==> config.mk <==
export PLATFORM = sky130hd
export DESIGN_NAME = program_loader
export DESIGN_NICKNAME = d
export VERILOG_FILES = /design/src/rtl/loader_pkg.sv /design/src/rtl/program_loader_uart_rx.sv /design/src/rtl/program_loader.sv
export SDC_FILE = /design/constraint.sdc
export NUM_CORES = 1
export LEC_CHECK = 0
export ABC_CLOCK_PERIOD_IN_PS = 5300
export BUFFER_PORTS_ARGS = -buffer_cell sky130_fd_sc_hd__buf_2
export CAP_MARGIN = 20
export CORE_MARGIN = 4
export CORE_UTILIZATION = 55
export DETAILED_ROUTE_END_ITERATION = 10
export PLACE_DENSITY = 0.77
export SLEW_MARGIN = 20
export SYNTH_ARGS = -nofsm -noshare
export SYNTH_HDL_FRONTEND = slang
export SYNTH_SLANG_ARGS = --single-unit
==> constraint.sdc <==
create_clock -name clock -period 5.3 [get_ports clock]
set_input_delay 0.265 -clock clock [delete_from_list [all_inputs] [get_ports clock]]
set_output_delay 0.265 -clock clock [all_outputs]
set_load 0.02 [all_outputs]
==> src/rtl/loader_pkg.sv <==
// Shared types and constants for the boot-time program loader and its UART receiver.
package loader_pkg;

    typedef enum logic [2:0] {
        ST_IDLE,
        ST_COUNT,
        ST_DATA,
        ST_CHECK,
        ST_DONE,
        ST_ERROR
    } loader_state_t;

    typedef enum logic [1:0] {
        RX_IDLE,
        RX_START,
        RX_DATA,
        RX_STOP
    } rx_state_t;

    localparam logic [7:0] LOADER_MAGIC    = 8'hA5;

    // 8N1 framing: one start bit, eight data bits LSB first, no parity, one stop bit
    localparam int         UART_DATA_BITS  = 8;
    localparam logic       UART_IDLE_LEVEL = 1'b1;

endpackage

==> src/rtl/program_loader_uart_rx.sv <==
// 8N1 UART receiver: 2-flop synchroniser, start re-check at mid-bit, LSB-first sampling.
// Latency: byte_valid/frame_err pulse one cycle after the stop-bit sample.
// Backpressure: none; the line cannot be stalled, so each byte is presented exactly once.
module uart_rx
    import loader_pkg::*;
#(
    parameter int CLKS_PER_BIT = 434
) (
    input  logic                      clock,
    input  logic                      reset,
    input  logic                      rx,
    output logic                      byte_valid,
    output logic [UART_DATA_BITS-1:0] byte_data,
    output logic                      frame_err
);
    localparam int                CNT_W     = $clog2(CLKS_PER_BIT + 1);
    localparam logic [CNT_W-1:0]  BIT_LAST  = CNT_W'(CLKS_PER_BIT - 1);
    localparam logic [CNT_W-1:0]  HALF_LAST = CNT_W'(CLKS_PER_BIT / 2 - 1);
    localparam int                IDX_W     = $clog2(UART_DATA_BITS);
    localparam logic [IDX_W-1:0]  IDX_LAST  = IDX_W'(UART_DATA_BITS - 1);

    logic                      sync1;
    logic                      sync2;
    logic                      sync_d;
    rx_state_t                 rstate;
    logic [CNT_W-1:0]          clk_cnt;
    logic [IDX_W-1:0]          bit_idx;
    logic [UART_DATA_BITS-1:0] shreg;

    always_ff @(posedge clock) begin
        if (reset) begin
            sync1      <= UART_IDLE_LEVEL;
            sync2      <= UART_IDLE_LEVEL;
            sync_d     <= UART_IDLE_LEVEL;
            rstate     <= RX_IDLE;
            clk_cnt    <= '0;
            bit_idx    <= '0;
            shreg      <= '0;
            byte_valid <= 1'b0;
            byte_data  <= '0;
            frame_err  <= 1'b0;
        end else begin
            sync1      <= rx;
            sync2      <= sync1;
            sync_d     <= sync2;
            byte_valid <= 1'b0;
            frame_err  <= 1'b0;
            case (rstate)
                RX_IDLE: begin
                    if (sync_d && !sync2) begin
                        rstate  <= RX_START;
                        clk_cnt <= '0;
                    end
                end
                RX_START: begin
                    // a start bit that is already high again at mid-bit was a glitch
                    if (clk_cnt == HALF_LAST) begin
                        clk_cnt <= '0;
                        bit_idx <= '0;
                        rstate  <= sync2 ? RX_IDLE : RX_DATA;
                    end else begin
                        clk_cnt <= clk_cnt + CNT_W'(1);
                    end
                end
                RX_DATA: begin
                    if (clk_cnt == BIT_LAST) begin
                        clk_cnt <= '0;
                        shreg   <= {sync2, shreg[UART_DATA_BITS-1:1]};
                        bit_idx <= bit_idx + IDX_W'(1);
                        if (bit_idx == IDX_LAST) begin
                            rstate <= RX_STOP;
                        end
                    end else begin
                        clk_cnt <= clk_cnt + CNT_W'(1);
                    end
                end
                default: begin
                    if (clk_cnt == BIT_LAST) begin
                        clk_cnt <= '0;
                        rstate  <= RX_IDLE;
                        if (sync2) begin
                            byte_valid <= 1'b1;
                            byte_data  <= shreg;
                        end else begin
                            frame_err  <= 1'b1;
                        end
                    end else begin
                        clk_cnt <= clk_cnt + CNT_W'(1);
                    end
                end
            endcase
        end
    end

endmodule

==> src/rtl/program_loader.sv <==
// Boot loader: receives an A5 / N / N words (LSB first) / XOR frame and writes it into imem.
// Latency: imem write one cycle after a word's 4th byte; release one cycle after a good checksum.
// Backpressure: none; every received byte is consumed on arrival, core held in reset meanwhile.
module program_loader
    import loader_pkg::*;
#(
    parameter int CLKS_PER_BIT = 434,
    parameter int ADDR_WIDTH   = 7,
    parameter int TIMEOUT_CLKS = 1048576
) (
    input  logic                  clock,
    input  logic                  reset,
    input  logic                  uart_rx,
    output logic [ADDR_WIDTH-1:0] imem_address,
    output logic [31:0]           imem_data,
    output logic                  imem_wren,
    output logic                  core_reset,
    output logic                  done,
    output logic                  error
);
    localparam int                CNT_W     = ADDR_WIDTH + 1;
    localparam int unsigned       MAX_WORDS = 1 << ADDR_WIDTH;
    localparam int                TMO_W     = $clog2(TIMEOUT_CLKS + 1);
    localparam logic [TMO_W-1:0]  TMO_LAST  = TMO_W'(TIMEOUT_CLKS - 1);

    logic             byte_valid;
    logic [7:0]       byte_data;
    logic             frame_err;
    loader_state_t    state;
    logic [CNT_W-1:0] count;
    logic [CNT_W-1:0] word_index;
    logic [1:0]       byte_index;
    logic [23:0]      word_buf;
    logic [7:0]       csum;
    logic [TMO_W-1:0] idle_cnt;
    logic             active;

    uart_rx #(
        .CLKS_PER_BIT(CLKS_PER_BIT)
    ) u_rx (
        .clock      (clock),
        .reset      (reset),
        .rx         (uart_rx),
        .byte_valid (byte_valid),
        .byte_data  (byte_data),
        .frame_err  (frame_err)
    );

    assign active = (state == ST_COUNT) || (state == ST_DATA) || (state == ST_CHECK);

    always_ff @(posedge clock) begin
        if (reset) begin
            state        <= ST_IDLE;
            count        <= '0;
            word_index   <= '0;
            byte_index   <= '0;
            word_buf     <= '0;
            csum         <= '0;
            idle_cnt     <= '0;
            imem_address <= '0;
            imem_data    <= '0;
            imem_wren    <= 1'b0;
            core_reset   <= 1'b1;
            done         <= 1'b0;
            error        <= 1'b0;
        end else begin
            imem_wren <= 1'b0;
            if (byte_valid) begin
                // idle_cnt holds cycles since the last byte, counting that byte's cycle
                idle_cnt <= TMO_W'(1);
                case (state)
                    ST_IDLE: begin
                        if (byte_data == LOADER_MAGIC) begin
                            state <= ST_COUNT;
                        end
                    end
                    ST_COUNT: begin
                        if (byte_data == 8'd0 || 32'(byte_data) > MAX_WORDS) begin
                            state <= ST_ERROR;
                            error <= 1'b1;
                        end else begin
                            count      <= CNT_W'(byte_data);
                            word_index <= '0;
                            byte_index <= '0;
                            csum       <= '0;
                            state      <= ST_DATA;
                        end
                    end
                    ST_DATA: begin
                        csum       <= csum ^ byte_data;
                        byte_index <= byte_index + 2'd1;
                        case (byte_index)
                            2'd0:    word_buf[7:0]   <= byte_data;
                            2'd1:    word_buf[15:8]  <= byte_data;
                            2'd2:    word_buf[23:16] <= byte_data;
                            default: begin
                                imem_address <= word_index[ADDR_WIDTH-1:0];
                                imem_data    <= {byte_data, word_buf};
                                imem_wren    <= 1'b1;
                                word_index   <= word_index + CNT_W'(1);
                                if (word_index + CNT_W'(1) == count) begin
                                    state <= ST_CHECK;
                                end
                            end
                        endcase
                    end
                    ST_CHECK: begin
                        if (byte_data == csum) begin
                            state      <= ST_DONE;
                            done       <= 1'b1;
                            core_reset <= 1'b0;
                        end else begin
                            state <= ST_ERROR;
                            error <= 1'b1;
                        end
                    end
                    ST_ERROR: begin
                        if (byte_data == LOADER_MAGIC) begin
                            state <= ST_COUNT;
                            error <= 1'b0;
                        end
                    end
                    default: ;
                endcase
            end else if (active && (frame_err || idle_cnt == TMO_LAST)) begin
                state <= ST_ERROR;
                error <= 1'b1;
            end else if (active) begin
                idle_cnt <= idle_cnt + TMO_W'(1);
            end
        end
    end

endmodule

======== Word-level counts from Yosys, hierarchy flattened ========
Cells that the tools add are included.
Widths: inputs -> output; s select.
operators by class
  reductions and logical operators ........ 38
  add/sub/neg operators ................... 5
  equality and inequality tests ........... 30
  $lt $le $gt $ge ......................... 1
  bitwise logic cells ..................... 8
  muxes and demuxes ....................... 40
operator list
  cell                   number
  $pmux 8 s2             2
  $mux 9                 3
  $reduce_and 3->1       9
  $mux 3                 8
  $add 21x1->21 const B  1
  $eq 21x20->1 const B   1
  $ne 3x3->1 const B     6
  $pmux 9 s2             1
  $eq 8x8->1             2
  $mux 8                 2
  $reduce_and 5->1       3
  $mux 2                 7
  $mux 1                 12
  $pmux 3 s4             1
  $ne 2x1->1 const B     5
  $add 9x1->9 const B    1
  $eq 9x8->1 const B     1
  $eq 9x9->1 const B     1
  $reduce_or 3->1        3
  $add 8x1->8 const B    1
  $eq 8x8->1 const B     1
  $gt 8x8->1 const B     1
  $logic_not 8->1        1
  $reduce_bool 2->1      4
  other kinds (26)       45
word-level totals
  logic and storage cells ................. 148
  flip-flop bits (word level) ............. 152
  input port bits ......................... 3
  output and inout port bits .............. 43

======== Logic depth before layout (Yosys ltp) ========
Gate-level depths: netlist (run 1).
  depth after elaboration ................. 6
  gate-level depth with buffers ........... 8
  mapped depth without buffers ............ 7

======== Modules after synthesis ========
From an unflattened synthesis (run 1), not the netlist that was laid out.
second synthesis, totals
  cells, all modules ...................... 786
  area total of the unflattened synthesis .. 6685.2 µm²
modules (own cells, without submodules)
  module          cells an instance  instances  area an instance (µm²)  seq. area each (µm²)
  program_loader  622                1          5156.2                  2342.2
  uart_rx         164                1          1529.0                  700.7

======== Worst setup path after synthesis (run 1) ========
OpenSTA, ideal clock, no wires.
  kind .................................... flip-flop to flip-flop
  from .................................... register u_rx.byte_data[3]
  to ...................................... register state[2]
  arrival ................................. 1.952 ns
  slack ................................... 3.245 ns
  clock period less this slack ............ 2.055 ns
  path buffers ............................ 1
  required time ........................... 5.197 ns
  cell stages (with the launch flop) ...... 7
  setup time .............................. 0.103 ns
  cell sequence ........................... dfxtp_1 > buf_2 > or4_4 > or3_4 > a22oi_2 > o311ai_1 > a2111oi_2
between the ends
  cells in the longest elaborated chain, start to end .. 5
  elaborated cells between the ends (all ways) .. 9
  those cells by class .................... 1 x order compare; 2 x eq/ne; 3 x mux; 3 x reduce/logical
ends and longest elaborated chain
  what                                                  line                          text
  start, declared                                       program_loader_uart_rx.sv:13  output logic [UART_DATA_BITS-1:0] byte_data,
  start signal, assigned                                program_loader_uart_rx.sv:83  byte_data <= shreg;
  $gt 8x8->1 / $logic_not 8->1 (equally long branches)  program_loader.sv:78          if (byte_data == 8'd0 || 32'(byte_data) > MAX_WORDS) begin
  $logic_or 1x1->1                                      program_loader.sv:78
  $mux 3                                                program_loader.sv:78
  $pmux 3 s4                                            program_loader.sv:71          case (state)
  $mux 3                                                program_loader.sv:68          if (byte_valid) begin
  end signal, assigned                                  program_loader.sv:74          state <= ST_COUNT;
  end signal, assigned                                  program_loader.sv:79          state <= ST_ERROR;
  end signal, assigned                                  program_loader.sv:86          state <= ST_DATA;
  end, declared                                         program_loader.sv:29          loader_state_t state;
Several ways; a longest one is shown, not always the timed one.
A chain may end at the register's enable or synchronous reset.

======== Final worst setup path (run 1) ========
  from .................................... register u_rx.byte_data[1]
  to ...................................... register word_index[0]
between the ends
  cells in the longest elaborated chain, start to end .. 4
  elaborated cells between the ends (all ways) .. 5
  those cells by class .................... 1 x order compare; 1 x eq/ne; 3 x reduce/logical
ends and longest elaborated chain
  what                                                  line                   text
  $gt 8x8->1 / $logic_not 8->1 (equally long branches)  program_loader.sv:78
  $logic_or 1x1->1 *                                    program_loader.sv:78
  $ne 2x2->1 (no line) *                                n/a
  $reduce_and 4->1 (no line) *                          n/a
  end signal, assigned                                  program_loader.sv:100  word_index <= word_index + CNT_W'(1);
  end, declared                                         program_loader.sv:31   logic [CNT_W-1:0] word_index;
Every way passes the cells marked *; elsewhere a longest branch is shown, timed or not.

==> results of run 1 <==
==> layout make-up <==
type	instances	share of cell area, %
multi-input combinational	586	44.4
sequential	152	40.3
clock buffer	21	5.97
timing repair buffer	49	3.47
clock inverter	11	2.59
tap	147	2.44
inverter	16	0.796
==> per-stage QoR <==
step / util, % / instance area [sq um] / power, mW / hold slack [ps]
final: 63.1 / 7540 / 2.56 / 23.0
after global routing: 63.1 / 7540 / 2.64 / 17.7
after CTS: 63.0 / 7540 / 2.58 / 10.9
after detailed placement: 57.6 / 6890 / 1.27 / 397
after global placement: 57.6 / 6890 / 1.27 / 404
after floorplan: - / 6690 / 1.25 / 369
==> power groups by stage <==
stage / logic [mW] / clock network (mW) / registers [mW]
after floorplan: 0.0716 / 0 / 1.18
after global placement: 0.0839 / 0 / 1.18
after detailed placement: 0.0886 / 0 / 1.19
after CTS: 0.0886 / 1.33 / 1.16
after global routing: 0.102 / 1.38 / 1.16
final: 0.0896 / 1.31 / 1.16
==> worst max-delay path, delay by kind of cell (launching register included) <==
kind / cells / cell delay [ps]
simple gates: 3 / 1300
compound gates: 2 / 980
flops: 1 / 420
==> cell families (layout without fill, tap and decap cells) <==
| logic type | Yosys count | after routing | share of synthesized area [%] |
|---|---|---|---|
| AOI/OAI and AO/OA | 193 | 193 | 17.7 |
| xor gates and xnor gates | 28 | 28 | 3.67 |
| adders and majority gates | 15 | 15 | 2.81 |
| buffers and inverters | 73 | 97 | 4.43 |
| DFF | 152 | 152 | 45.5 |
| muxes | 13 | 13 | 1.95 |
| and+or+nand+nor | 337 | 337 | 23.9 |
==> worst max-delay path by stage <==
stage	startpoint	end	slack [ps]	depth (start not counted)
CTS	u_rx.byte_data[1]	word_index[0]	2550	5
detailed placement	u_rx.byte_data[1]	word_index[0]	2580	5
global route	u_rx.byte_data[1]	word_index[0]	2440	5
global placement	u_rx.byte_data[1]	word_index[0]	2700	5
finish	u_rx.byte_data[1]	word_index[0]	2490	5
floorplan	u_rx.byte_data[3]	state[2]	3240	6
==> metal layers <==
layer  wire, microns  part of all wire (%)  GRT usage, %  up-vias
met3             649                   4.4          5.89       19
met1            6700                    45          26.6     2720
met5               0                     0             0        -
li1                -                     -             -     2860
met4             217                   1.5          8.50        0
met2            7290                    49          36.0      124
==> registers in the layout, summed over array words and instances (netlist names), 3 cells and up <==
signal / cells
u_rx.shreg: 8
word_index: 8
imem_data: 32
u_rx.bit_idx: 3
u_rx.clk_cnt: 9
word_buf: 24
imem_address: 7
idle_cnt: 21
csum: 8
state: 3
u_rx.byte_data: 8
count: 8
==> cells in the final DEF (no fill, tap or decap), drive strengths merged, types with 9 or more instances in the layout <==
master / n
nand2: 154
dfxtp: 152
a21oi: 118
nand3: 49
buf: 49
nor2: 44
xor2: 21
clkbuf: 21
o31ai: 18
inv: 16
ha: 15
mux2i: 13
or3: 13
o21ai: 13
nand4: 12
nand3b: 9
or4: 9
==> results.cfg, run 1 <==
[sta]
tightest_slew_ps = 905
maxSlewViolCount = 0
finalCritPeriodShare_pct = 53.1
min_period_ps = 2810
setup_ws_ps = 2490
setup-violations-final = 0
finalSetupTns_ps = 0
rsz0062_at_grt = false
final_hold_viol_count = 0
max_freq_ghz = 0.356
slew_headroom_pct = 39.6
skew_ps = 8.06

[worst_setup_path]
endpoint_kind = flop
critPathKind = flop to flop
critical_path_arrival_ps = 3140
cp-start-kind = flop
crit_path_max_incr_delay_ps = 650
ff2ff_setup_slack_ps = 2490
reg2reg_from = u_rx.byte_data[1]
crit_path_top_delay_cell = a31oi_2
cp_cell_sequence = or4_4, or3_4, a31oi_2, nor2_1, a311oi_1
cp_max_fo = 12
reg2reg_depth = 5
worstReg2RegEnd = word_index[0]
worst_ep_required_time_ps = 5630

[global_route]
grt_pass1_wl_microns = 25500
antenna_found_initial = 0
track_usage_pct = 21.6
grt_start_max_net_pins = 120
grt_overflow = 0
grt_pass1_vias = 5628

[die]
start_util_pct = 55.9
die_area_sq_mm = 0.0140
row_count = 40
core_sq_mm = 0.0120
die_h_microns = 118
pin_count = 46
dieWidth_microns = 118

[flow_run]
max_cap_viol_count = 0

[yosys]
synth.avg_cell_area_sq_um = 8.24
yosys.area.top_type = dfxtp_1
synth_top_flop_cell = dfxtp_1
ys_seq_elements = 152
async_flop_share_pct = 0
synth_cells = 811
synth_edf_count = 0
synthMostInstantiatedCell = nand2_1
synthTopCellsByArea = dfxtp_1 (46%), a21oi_1 (8.8%), nand2_1 (8.6%)
netlist_top_cells_count = nand2_1 (154), dfxtp_1 (152), a21oi_1 (118), nand3_1 (49)
synth.distinct_cells = 63
yosysSeqAreaShare_pct = 45.5
synthesis.nets = 829
synth_top_cell_area_share_pct = 45.5
yosys_warnings = 0
synth_area_sq_mm = 0.00669

[routing]
dr.pass1.iters = 6
routedWlPerCell_microns = 15.1
totalWireLength_microns = 14900
vias = 5723
drc_errors = 0
viasPerCell = 5.83
drtIter0Drc = 463
ant_nets = 0

[placed_design]
portBuffers = 45
dp.cells = 950
place_hpwl_microns = 9690
pre_cts_slack_ps = 2580
routabilityCongestion = 0.848

[power_and_ir_drop]
clkPwrFrac_pct = 51.2
netSwitchingFraction_pct = 20.7
power.share.combinational_pct = 3.5
power_leakage_nw = 2.82
vdd_ir_drop_max_mv = 0.249
p_per_area_mw_per_mm2 = 339
p_int_mw = 2.03
seqPwrFrac_pct = 45.3
switchingPower_uw = 531

[hold_path]
min-delay-start = uart_rx
hold_class = input port to flop
hold_path_end = u_rx.sync1
hold_depth = 2

[clocking]
clkTransAtPathRegs_ps = 60
cts_root_buf = clkbuf_16
hold_buffers = 0
cts_resized = 0
clock_sinks = 152
clockBufferDepth = 2
cts_buffers = 17
cts_setup_buffers = 0
tritoncts = yes
htree_levels = 4
clkLatencyLatePin_ps = 430

[finish]
final_nets = 840
multiInputGateArea_sq_mm = 0.00335
fin_cells = 982
antenna_cells = 0
syn_to_final_growth_pct = 12.8
drive_gt1_share_pct = 11.5
n_fill_cell = 994
seqCellArea_sq_mm = 0.00304

[run_status]
outcome = completed
Note: power is estimated with default switching activity, not from simulation.
==> inputs of run 2 (changes only) <==
--- a/config.mk
+++ b/config.mk
@@ -5,13 +5,13 @@
 export SDC_FILE = /design/constraint.sdc
 export NUM_CORES = 1
 export LEC_CHECK = 0
-export ABC_CLOCK_PERIOD_IN_PS = 5300
+export ABC_CLOCK_PERIOD_IN_PS = 2400
 export BUFFER_PORTS_ARGS = -buffer_cell sky130_fd_sc_hd__buf_2
 export CAP_MARGIN = 20
 export CORE_MARGIN = 4
-export CORE_UTILIZATION = 55
+export CORE_UTILIZATION = 54
 export DETAILED_ROUTE_END_ITERATION = 10
-export PLACE_DENSITY = 0.77
+export PLACE_DENSITY = 0.78
 export SLEW_MARGIN = 20
 export SYNTH_ARGS = -nofsm -noshare
 export SYNTH_HDL_FRONTEND = slang
==> constraint.sdc (replaced) <==
create_clock -name clock -period 2.4 [get_ports clock]
set_input_delay 0.12 -clock clock [delete_from_list [all_inputs] [get_ports clock]]
set_output_delay 0.12 -clock clock [all_outputs]
set_load 0.02 [all_outputs]
==> run 2 against run 1 <==
Critical path depth unchanged. Wire length up 1.5%. Core utilization up 0.62 points. Global-route usage down 0.13 points. Largest power group is now registers. Power up 110%. Critical path type unchanged. Highest routed layer unchanged. Sequential power up 120%.
==> results.cfg, run 2 (synthesis results as in run 1) <==
[global_route]
grt_use_met1_pct = 27.4
grt_overflow = 0
grt_pass1_wl_microns = 25300
grt_start_max_net_pins = 68
antenna_found_initial = 0
grt_util_met3_pct = 5.46
track_usage_pct = 21.5
busiest_layer = met2
met2_usage_pct = 34.6
grt_pass1_vias = 5519

[die]
pin_count = 46
row_count = 40
core_sq_mm = 0.0121
die_h_microns = 119
start_util_pct = 55.4
dieWidth_microns = 119
die_area_sq_mm = 0.0142

[routing]
totalWireLength_microns = 15100
vias = 5851
dr.pass1.iters = 7
drtIter0Drc = 433
ant_nets = 0
drc_errors = 0
routedWlPerCell_microns = 14.7
viasPerCell = 5.70

[finish]
regMostFlops = imem_data
final_nets = 864
final_cell_mix = nand2_1 (154), dfxtp_1 (152), a21oi_1 (118)
seqCellArea_sq_mm = 0.00304
multiInputGateArea_sq_mm = 0.00335
post-route-util_pct = 63.7
syn_to_final_growth_pct = 14.9
drive_gt1_share_pct = 13.9
layout_commonest_cell = nand2_1
largest_reg_flops = 32
largest_registers = imem_data: 32 flops, word_buf: 24 flops, idle_cnt: 21 flops
n_fill_cell = 1026
antenna_cells = 0

[worst_setup_path]
critPathKind = flop to flop
cp-start-kind = flop
worst_ep_required_time_ps = 2720
cp_max_fo = 6
critical_path_arrival_ps = 2520
endpoint_kind = flop

[sta]
setup-violations-final = 0
final_hold_viol_count = 0
slew_headroom_pct = 53.0
finalSetupTns_ps = 0
skew_ps = 11.2
finalCritPeriodShare_pct = 91.9
max_freq_ghz = 0.454
maxSlewViolCount = 0
tightest_slew_ps = 706
min_period_ps = 2200
rsz0062_at_grt = false

[clocking]
tritoncts = yes
clkTransAtPathRegs_ps = 60
cts_root_buf = clkbuf_16
htree_levels = 4
clkLatencyLatePin_ps = 420
clockBufferDepth = 2
cts_setup_buffers = 0
cts_buffers = 17
clock_sinks = 152

[power_and_ir_drop]
p_per_area_mw_per_mm2 = 688
power_leakage_nw = 2.91
vdd_ir_drop_max_mv = 0.544

[hold_path]
hold_class = flop to flop

[placed_design]
routabilityCongestion = 0.839
portBuffers = 45
place_hpwl_microns = 9910

[flow_run]
max_cap_viol_count = 0

[run_status]
outcome = completed
run 2: cell count changes in the layout (fill, tap and decap cells not counted):
cell | before | now
clkinvlp_4 | 3 | 2
inv_6 | 1 | 3
buf_6 | 1 | 0
bufinv_16 | 5 | 1
buf_12 | 0 | 1
o21ai_1 | 2 | 3
dlygate4sd3_1 | 0 | 2
buf_4 | 4 | 26
clkbuf_1 | 3 | 1
clkinv_4 | 1 | 5
o21ai_0 | 10 | 9
run 2: critical path: stages (launching register included):
cell and delay (ps):
dfxtp_1 410, nand4_1 150, or4_1 710, o31ai_4 370
a211oi_1 140, a2111oi_2 320
run 2: per-layer routing:
metal | vias to the layer above | part of all wire (%)
met5 | - | 0
met4 | 0 | 1.8
met3 | 22 | 5.0
met2 | 159 | 48
met1 | 2771 | 45
li1 | 2899 | -
run 2: final cells by class:
cell class                 instances  area share, %
clock buffer                      19           5.77
clock inverter                    12           1.56
inverter                          16          0.782
multi-input combinational        586           43.6
sequential                       152           39.6
tap                              168           2.74
timing repair buffer              73           5.93
run 2: report_power, final:
group / internal [mW] / switching (mW)
Combinational: 0.0704 / 0.132
Clock: 1.46 / 1.06
Sequential: 2.54 / 0.0231
run 2: path summary, 6_finish.rpt:
path | cells after the start | startpoint | end | slack, ps
setup / recovery | 5 | idle_cnt[12] | error | 200
hold / removal | 1 | u_rx.sync1 | u_rx.sync2 | 410
setup reg to reg | 5 | idle_cnt[12] | error | 200
hold reg to reg | 1 | u_rx.sync1 | u_rx.sync2 | 410
run 2: repair_timing:
action	4_1_cts	5_1_grt
setup endpoints to repair	0	1
hold endpoints to repair	2	0
hold buffers	2	0
resized for setup	0	1
run 2: through the flow:
stage / hold WS (ps) / cells / total power, mW / setup WS, ps / instance area (sq um)
floorplan: 224 / 811 / 2.77 / 345 / 6690
global placement: 306 / 993 / 2.80 / 270 / 7100
detailed placement: 306 / 993 / 2.81 / 170 / 7100
CTS: 403 / 1026 / 5.33 / 150 / 7680
global route: 420 / 1026 / 5.47 / 24.7 / 7680
finish: 412 / 1026 / 5.29 / 195 / 7680
==> inputs of run 3 (changes only) <==
==> constraint.sdc (replaced) <==
create_clock -name clock -period 2.4 [get_ports clock]
set_input_delay 0.48 -clock clock [delete_from_list [all_inputs] [get_ports clock]]
set_output_delay 0.48 -clock clock [all_outputs]
set_load 0.02 [all_outputs]
==> run 3 against run 2 <==
Clock power fell by 2%. Sequential share of layout area barely moved. Core utilization barely moved. Clock skew fell by 2.8 ps. Cell count barely moved. First-iteration DRC count fell by 3.2%. Die area did not move. Setup slack got worse by 72 ps. Combinational power barely moved. Sequential power barely moved. Design area barely moved. Largest power group unchanged. Highest routed layer unchanged.
==> results.cfg, run 3 (synthesis results as in run 1) <==
[sta]
tightest_slew_ps = 538
skew_ps = 8.44
min_period_ps = 2280
finalCritPeriodShare_pct = 94.9
finalSetupTns_ps = 0
setup-violations-final = 0
hold_slack_ps = 239
slew_headroom_pct = 64.0
final_hold_viol_count = 0
max_freq_ghz = 0.439
rsz0062_at_grt = false
maxSlewViolCount = 0
setup_ws_ps = 123

[run_status]
outcome = completed

[global_route]
antenna_found_initial = 0
grt_overflow = 0
grt_pass1_vias = 5691
grt_pass1_wl_microns = 26400
track_usage_pct = 22.5
grt_start_max_net_pins = 120

[finish]
drive_gt1_share_pct = 14.1
final_cell_area_sq_mm = 0.00768
regMostFlops = imem_data
syn_to_final_growth_pct = 14.8
largest_registers = imem_data: 32 flops, word_buf: 24 flops, idle_cnt: 21 flops
layout_commonest_cell = nand2_1
n_fill_cell = 1004
final_nets = 865
antenna_cells = 0
largest_reg_flops = 32
final_cell_mix = nand2_1 (154), dfxtp_1 (152), a21oi_1 (118)

[flow_run]
max_cap_viol_count = 0

[worst_setup_path]
cp_cell_sequence = nand4_1, or4_1, o31ai_4, a211oi_1, a2111oi_2
worst_ep_required_time_ps = 2720
crit_path_top_delay_cell = or4_1
cp-start-kind = flop
cp_max_fo = 6
endpoint_kind = flop
crit_path_max_incr_delay_ps = 720
critical_path_arrival_ps = 2600
critPathKind = flop to flop

[routing]
ant_nets = 0
routedWlPerCell_microns = 15.2
vias = 5924
totalWireLength_microns = 15700
drc_errors = 0
drtIter0Drc = 419
viasPerCell = 5.77
dr.pass1.iters = 5

[clocking]
cts_setup_buffers = 0
clockBufferDepth = 2
htree_levels = 4
clkLatencyLatePin_ps = 430
clkTransAtPathRegs_ps = 60
tritoncts = yes
cts_buffers = 17
hold_buffers = 0
cts_root_buf = clkbuf_16
clock_sinks = 152
cts_resized = 0

[placed_design]
routabilityCongestion = 0.811
portBuffers = 45
place_hpwl_microns = 10100
place_area_sq_mm = 0.00713
pre_cts_slack_ps = 143

[die]
pin_count = 46
start_util_pct = 55.4
row_count = 40
dieWidth_microns = 119
die_h_microns = 119
die_area_sq_mm = 0.0142
core_sq_mm = 0.0121

[hold_path]
hold_class = input port to flop

[power_and_ir_drop]
p_per_area_mw_per_mm2 = 683
finalPower_mw = 5.25
vdd_ir_drop_max_mv = 0.527
power_leakage_nw = 2.92
[run 3: worst paths after layout]
check                                  start         end  cells past startpoint  slack, ps
worst max-delay path            idle_cnt[12]    state[2]                      5        120
worst max register to register  idle_cnt[12]    state[2]                      5        120
worst min-delay path                 uart_rx  u_rx.sync1                      2        240
worst min register to register    u_rx.sync1  u_rx.sync2                      1        400
[run 3: worst max-delay path, delay by kind of cell, from the launching register on]
family | cells | cell delay, ps
AND/OR/NAND/NOR | 2 | 890
AO/OA/AOI/OAI | 3 | 870
flip-flops | 1 | 400
[run 3: routing by layer]
layer / GRT usage (%) / vias up / share of wire [%]
met4: 11.7 / 0 / 2.6
met3: 4.99 / 37 / 4.9
li1: - / 2903 / -
met5: 0 / - / 0
met2: 36.2 / 157 / 48
met1: 28.4 / 2827 / 44
[run 3: area by class of cell]
class                           instances  area (sq um)  area share [%]
Tap cell                              168           210            2.74
Clock inverter                         11          97.6            1.27
Multi-Input combinational cell        586          3350            43.6
Timing Repair Buffer                   74           470            6.13
Inverter                               16          60.1           0.782
Clock buffer                           20           447            5.82
Sequential cell                       152          3040            39.6
[run 3: metrics by stage]
step / utilization (%) / std cells
finish: 63.7 / 1027
CTS: 63.7 / 1027
floorplan: - / 811
global route: 63.7 / 1027
detailed placement: 59.1 / 996
global placement: 59.1 / 996
[run 3: report_power, final]
part | switching [mW] | leakage [nW] | total, mW | internal, mW
clock | 1.04 | 0.271 | 2.48 | 1.45
combinational | 0.132 | 1.42 | 0.202 | 0.0700
sequential | 0.0246 | 1.22 | 2.56 | 2.54
total | 1.19 | 2.92 | 5.25 | 4.06
